[src/rtl/q0_inv_engine.sv]
// Twofish q0 forward/inverse lookup engine: builds an inverse table after reset or
// rebuild, then serves one registered lookup per cycle over a valid/ready stream.
//
// state    | meaning
// ---------+--------------------------------------------------------------
// ST_BUILD | sweeping cnt 0..255, writing inv[q0(cnt)] = cnt, busy=1
// ST_RUN   | table good, serving forward/inverse lookups
// ST_FAIL  | build integrity check failed, err=1, no lookups served
module q0_inv_engine #(
  parameter bit CHECK_EN = 1'b1
) (
  input  logic       clk,
  input  logic       rst,
  input  logic       rebuild,
  output logic       busy,
  output logic       err,
  input  logic       in_valid,
  output logic       in_ready,
  input  logic       in_dir,
  input  logic [7:0] in_data,
  output logic       out_valid,
  input  logic       out_ready,
  output logic [7:0] out_data
);

  typedef enum logic [1:0] {ST_BUILD, ST_RUN, ST_FAIL} state_t;

  // nibble tables, entry i at bits [4i+3:4i]
  localparam logic [63:0] T0 = 64'h4ACE95B023F6D718;
  localparam logic [63:0] T1 = 64'hD9076A4F53218BCE;
  localparam logic [63:0] T2 = 64'h17423F8C09D6E5AB;
  localparam logic [63:0] T3 = 64'hAC5803B9E6214F7D;

  function automatic logic [7:0] q0f(input logic [7:0] x);
    logic [3:0] a0, b0, a1, b1, a2, b2, a3, b3, a4, b4;
    a0 = x[7:4];
    b0 = x[3:0];
    a1 = a0 ^ b0;
    b1 = a0 ^ {b0[0], b0[3:1]} ^ {a0[0], 3'b000};
    a2 = T0[{a1, 2'b00} +: 4];
    b2 = T1[{b1, 2'b00} +: 4];
    a3 = a2 ^ b2;
    b3 = a2 ^ {b2[0], b2[3:1]} ^ {a2[0], 3'b000};
    a4 = T2[{a3, 2'b00} +: 4];
    b4 = T3[{b3, 2'b00} +: 4];
    return {b4, a4};
  endfunction

  state_t       state, state_nxt;
  logic [7:0]   cnt;
  logic [255:0] written;
  logic         collision;
  logic [7:0]   inv [256];

  logic [7:0]   q0_build;
  logic [7:0]   q0_look;
  logic [7:0]   look_data;
  logic [255:0] written_upd;
  logic         restart;
  logic         xfer;
  logic         coll_hit;
  logic         holes;
  logic         build_bad;

  assign q0_build    = q0f(cnt);
  assign q0_look     = q0f(in_data);
  assign restart     = rebuild & (state != ST_BUILD);
  assign written_upd = written | (256'd1 << q0_build);
  assign coll_hit    = CHECK_EN & written[q0_build];
  assign holes       = ~&written_upd;
  assign build_bad   = CHECK_EN & (collision | coll_hit | holes);
  assign xfer        = in_valid & in_ready;
  assign look_data   = in_dir ? inv[in_data] : q0_look;

  always_comb begin
    state_nxt = state;
    busy      = 1'b0;
    in_ready  = 1'b0;
    case (state)
      ST_BUILD: begin
        busy = 1'b1;
        if (cnt == 8'hFF) state_nxt = build_bad ? ST_FAIL : ST_RUN;
      end
      ST_RUN: begin
        in_ready = (~out_valid | out_ready) & ~rebuild;
        if (rebuild) state_nxt = ST_BUILD;
      end
      ST_FAIL: begin
        if (rebuild) state_nxt = ST_BUILD;
      end
      default: state_nxt = ST_BUILD;
    endcase
  end

  always_ff @(posedge clk or posedge rst) begin
    if (rst) state <= ST_BUILD;
    else     state <= state_nxt;
  end

  always_ff @(posedge clk or posedge rst) begin
    if (rst) begin
      cnt       <= 8'd0;
      written   <= '0;
      collision <= 1'b0;
      err       <= 1'b0;
    end else if (restart) begin
      cnt       <= 8'd0;
      written   <= '0;
      collision <= 1'b0;
      err       <= 1'b0;
    end else if (state == ST_BUILD) begin
      cnt <= cnt + 8'd1;
      if (CHECK_EN) begin
        written   <= written_upd;
        collision <= collision | coll_hit;
      end
      if (cnt == 8'hFF) err <= build_bad;
    end
  end

  always_ff @(posedge clk or posedge rst) begin
    if (rst) begin
      out_valid <= 1'b0;
      out_data  <= 8'd0;
    end else if (restart || state == ST_FAIL) begin
      out_valid <= 1'b0;
    end else if (xfer) begin
      out_valid <= 1'b1;
      out_data  <= look_data;
    end else if (out_valid && out_ready) begin
      out_valid <= 1'b0;
    end
  end

  // table is never cleared; a full build overwrites every entry
  always_ff @(posedge clk) begin
    if (state == ST_BUILD) inv[q0_build] <= cnt;
  end

endmodule

[config.mk]
export PLATFORM = sky130hd
export DESIGN_NAME = q0_inv_engine
export DESIGN_NICKNAME = d
export VERILOG_FILES = /design/src/rtl/q0_inv_engine.sv
export SDC_FILE = /design/constraint.sdc
export NUM_CORES = 2
export LEC_CHECK = 0
export BUFFER_PORTS_ARGS = -buffer_cell sky130_fd_sc_hd__buf_2
export CAP_MARGIN = 20
export CORE_ASPECT_RATIO = 1.1
export CORE_MARGIN = 2
export CORE_UTILIZATION = 50
export DETAILED_ROUTE_END_ITERATION = 8
export GPL_ROUTABILITY_DRIVEN = 0
export PLACE_DENSITY_LB_ADDON = 0.1
export SYNTH_ARGS = -nofsm -noshare
export SYNTH_HDL_FRONTEND = slang
export SYNTH_SLANG_ARGS = --single-unit
[constraint.sdc]
create_clock -name clk -period 20 [get_ports clk]
set_input_delay 2 -clock clk [delete_from_list [all_inputs] [get_ports clk]]
set_output_delay 2 -clock clk [all_outputs]
set_load 0.1 [all_outputs]
==> flow_metrics.tcl <==
set metrics [dict create \
    wl_per_cell_um 35.23 \
    path_clk_slew_ps 60 \
    grt.overflow.total 0 \
    rsz0062_at_grt "false" \
    synth.mux.area_fraction_pct 16.91 \
    nets 5282 \
    synth_largest_area_cell "edfxtp_1" \
    num_vias 52910 \
    drc_errors 14 \
    holdBufCountCts 0 \
    hp-class "reg2reg" \
    grt_max_degree 134 \
    clock_latency_ps 900 \
    reg2reg_setup_slack_ps 11760 \
    cp-end-kind "flop" \
    hpwlAfterDp_mm 180.6 \
    fin_tns_setup_ps 0 \
    hp-start "written[162]" \
    cp_cell_sequence "xor2_2 -> inv_2 -> ha_1 -> mux2i_1 -> mux2i_1 -> xor2_2 -> inv_1 -> ha_1 -> mux2i_4 -> buf_4 -> mux2i_4 -> nand2_1 -> a221oi_1 -> o41ai_1 -> o2111ai_1 -> or4_1 -> nor4b_4 -> o31ai_1" \
    failed_checks "DRC" \
    regToRegStartpoint "cnt[1]" \
    numCtsBuffers 227 \
    grt_use_total_pct 29.21 \
    synth_xor_area_share_pct 0.4976 \
    synth_compound_area_share_pct 5.387 \
    cts_tree "done" \
    wl_mm 281.1 \
    synth_top_family_by_area "multiplexers" \
    chipHeight_um 461.9 \
    hold_end "written[162]" \
    dpl_cell_area_mm2 0.09970 \
    grt_antenna_before_repair 14 \
    cts_resized 0 \
    final_common_cell "edfxtp_1" \
    synth_top_flop_cell "edfxtp_1" \
    layout_common_cells "2048 x edfxtp_1, 678 x mux4_2, 351 x a21oi_1, 269 x dfrtp_1, 243 x nor2_1" \
    clk_path_buf_depth 3 \
    holdWs_ps 521.1 \
    cts_setup_buffers 0 \
    critPathMaxStageDelay_ps 1090 \
    syn_to_final_growth_pct 12.62 \
    syn_avg_cell_area_um2 18.94 \
    worstSetupPathType "reg2reg" \
    finalWorstSetupSlack_ps 11760 \
    via_per_inst 6.633 \
    rows 168 \
    fin_crit_sh_pct 41.21 \
    async_reset_ff_share_pct 11.91 \
    ys_top_cells_by_area "edfxtp_1 65%, mux4_2 16%, dfrtp_1 7.3%" \
    hold_depth 1 \
    ys_ff_latch 2325 \
    ys_warn_count 0 \
    die-width_um 420.2 \
    cts.sinks 2325 \
    cts-root-buf "clkbuf_16" \
    fin_area_mm2 0.1073 \
    report.final.hold_viol_count 0 \
    initial_core_util_pct 50.15 \
    cap_violations 0 \
    synth_simple_gate_area_share_pct 3.532 \
    critPathRequiredTime_ps 20760 \
    crit_path_max_fanout 81 \
    fmax_ghz 0.1213 \
    die_area_mm2 0.1941 \
    worst-path-buf-inv 3 \
    synth_top_area_share_pct 64.54 \
    slowest_stage "dfrtp_4" \
    worst_slew_pin_slew_ps 1260 \
    synth_area_mm2 0.09529 \
    ant_nets 0 \
    synth_nets 5077 \
    setup_violations 0 \
    cts_max_level 4 \
    synth_fa_ha_area_share_pct 0.4333 \
    cp.arrival_ps 9000 \
    synth-edff-count 2048 \
    drt_first_pass_iters 9 \
    pre_cts_ws_ps 11590 \
    grt_pass1_vias 51460 \
    core_mm2 0.1900 \
    seq_area_frac_synth_pct 71.81 \
    r2r_end "state[1]" \
    portBuffers 25 \
    path_delay_family "simple AND/OR/NAND/NOR gates" \
    start_kind "flop" \
    syn-instance-count 5030 \
    drive_above_1_share_pct 26.05 \
    relSlewSlack_pct 15.80 \
    grt_pass1_wl_mm 396.9 \
    status "finished, violations left" \
    pin_count 26 \
    reg2regPathDepth 18 \
    ys_types 75 \
    skew_ps 63.85 \
    first_iter_violations 8228 \
    nFillCells 14490 \
    period_minus_slack_ps 8242 \
    finalMaxSlewViolations 0 \
]
==> how the worst max path moves through the flow <==
| stage | start | to | slack (ps) | cells after the start |
|---|---|---|---|---|
| floorplan | rst | cnt[0] | 10360 | 1 |
| global placement | in_data[0] | out_data[6] | 11640 | 11 |
| detailed placement | in_data[0] | out_data[6] | 11590 | 11 |
| CTS | cnt[1] | inv[91][7] | 11890 | 15 |
| global route | cnt[1] | state[1] | 11720 | 18 |
| finish | cnt[1] | state[1] | 11760 | 18 |
==> logic make-up (layout without fill, tap and decap cells) <==
| group | Yosys count | after routing |
|---|---|---|
| AOI/OAI and AO/OA | 803 | 803 |
| xor gates and xnor gates | 42 | 42 |
| adders and majority gates | 33 | 33 |
| buffers and inverters | 353 | 743 |
| DFF | 2325 | 2325 |
| muxes | 759 | 759 |
| other | 0 | 7 |
| and+or+nand+nor | 715 | 715 |
==> cell type report <==
cell class	count	area, µm²	area share [%]
Antenna cell	7	17.52	0.01632
Clock buffer	274	5899	5.497
Clock inverter	140	1399	1.304
Inverter	31	123.9	0.1154
Multi-Input combinational cell	2352	25790	24.03
Sequential cell	2325	68460	63.80
Tap cell	2550	3191	2.973
Timing Repair Buffer	298	2434	2.268
==> registers in the layout (all words and copies together) (netlist names) <==
signal	count
collision	1
state	2
out_data	8
cnt	8
inv	2048
err	1
written	256
out_valid	1
==> cells in the mapped netlist (33+ instances only) <==
cell type,count
edfxtp_1,2048
mux4_2,678
a21oi_1,353
nor2_1,291
dfrtp_1,277
clkbuf_1,239
a21o_1,234
nand2_1,143
nand3_1,110
mux2i_1,65
buf_1,60
nor4_1,57
a22oi_1,48
ha_1,33
nor3_1,33
==> layer usage <==
layer | global-route usage (%) | part of all wire [%] | vias to the layer above
met5 | 0 | 0.15 | -
met4 | 12.14 | 4.9 | 16
met3 | 7.511 | 9.9 | 723
met2 | 43.84 | 45 | 2938
met1 | 41.04 | 40 | 28140
li1 | - | - | 21100
==> metrics by stage <==
stage               cells  utilization [%]
finish               7977            56.47
detailed placement   7533            52.47
global route         7972            56.47
floorplan            5030                -
global placement     7492            52.25
CTS                  7947            56.31
Power is left out: the tool's default activity adds up to more than one toggle a clock period on the data nets, which glitch-free logic cannot reach.
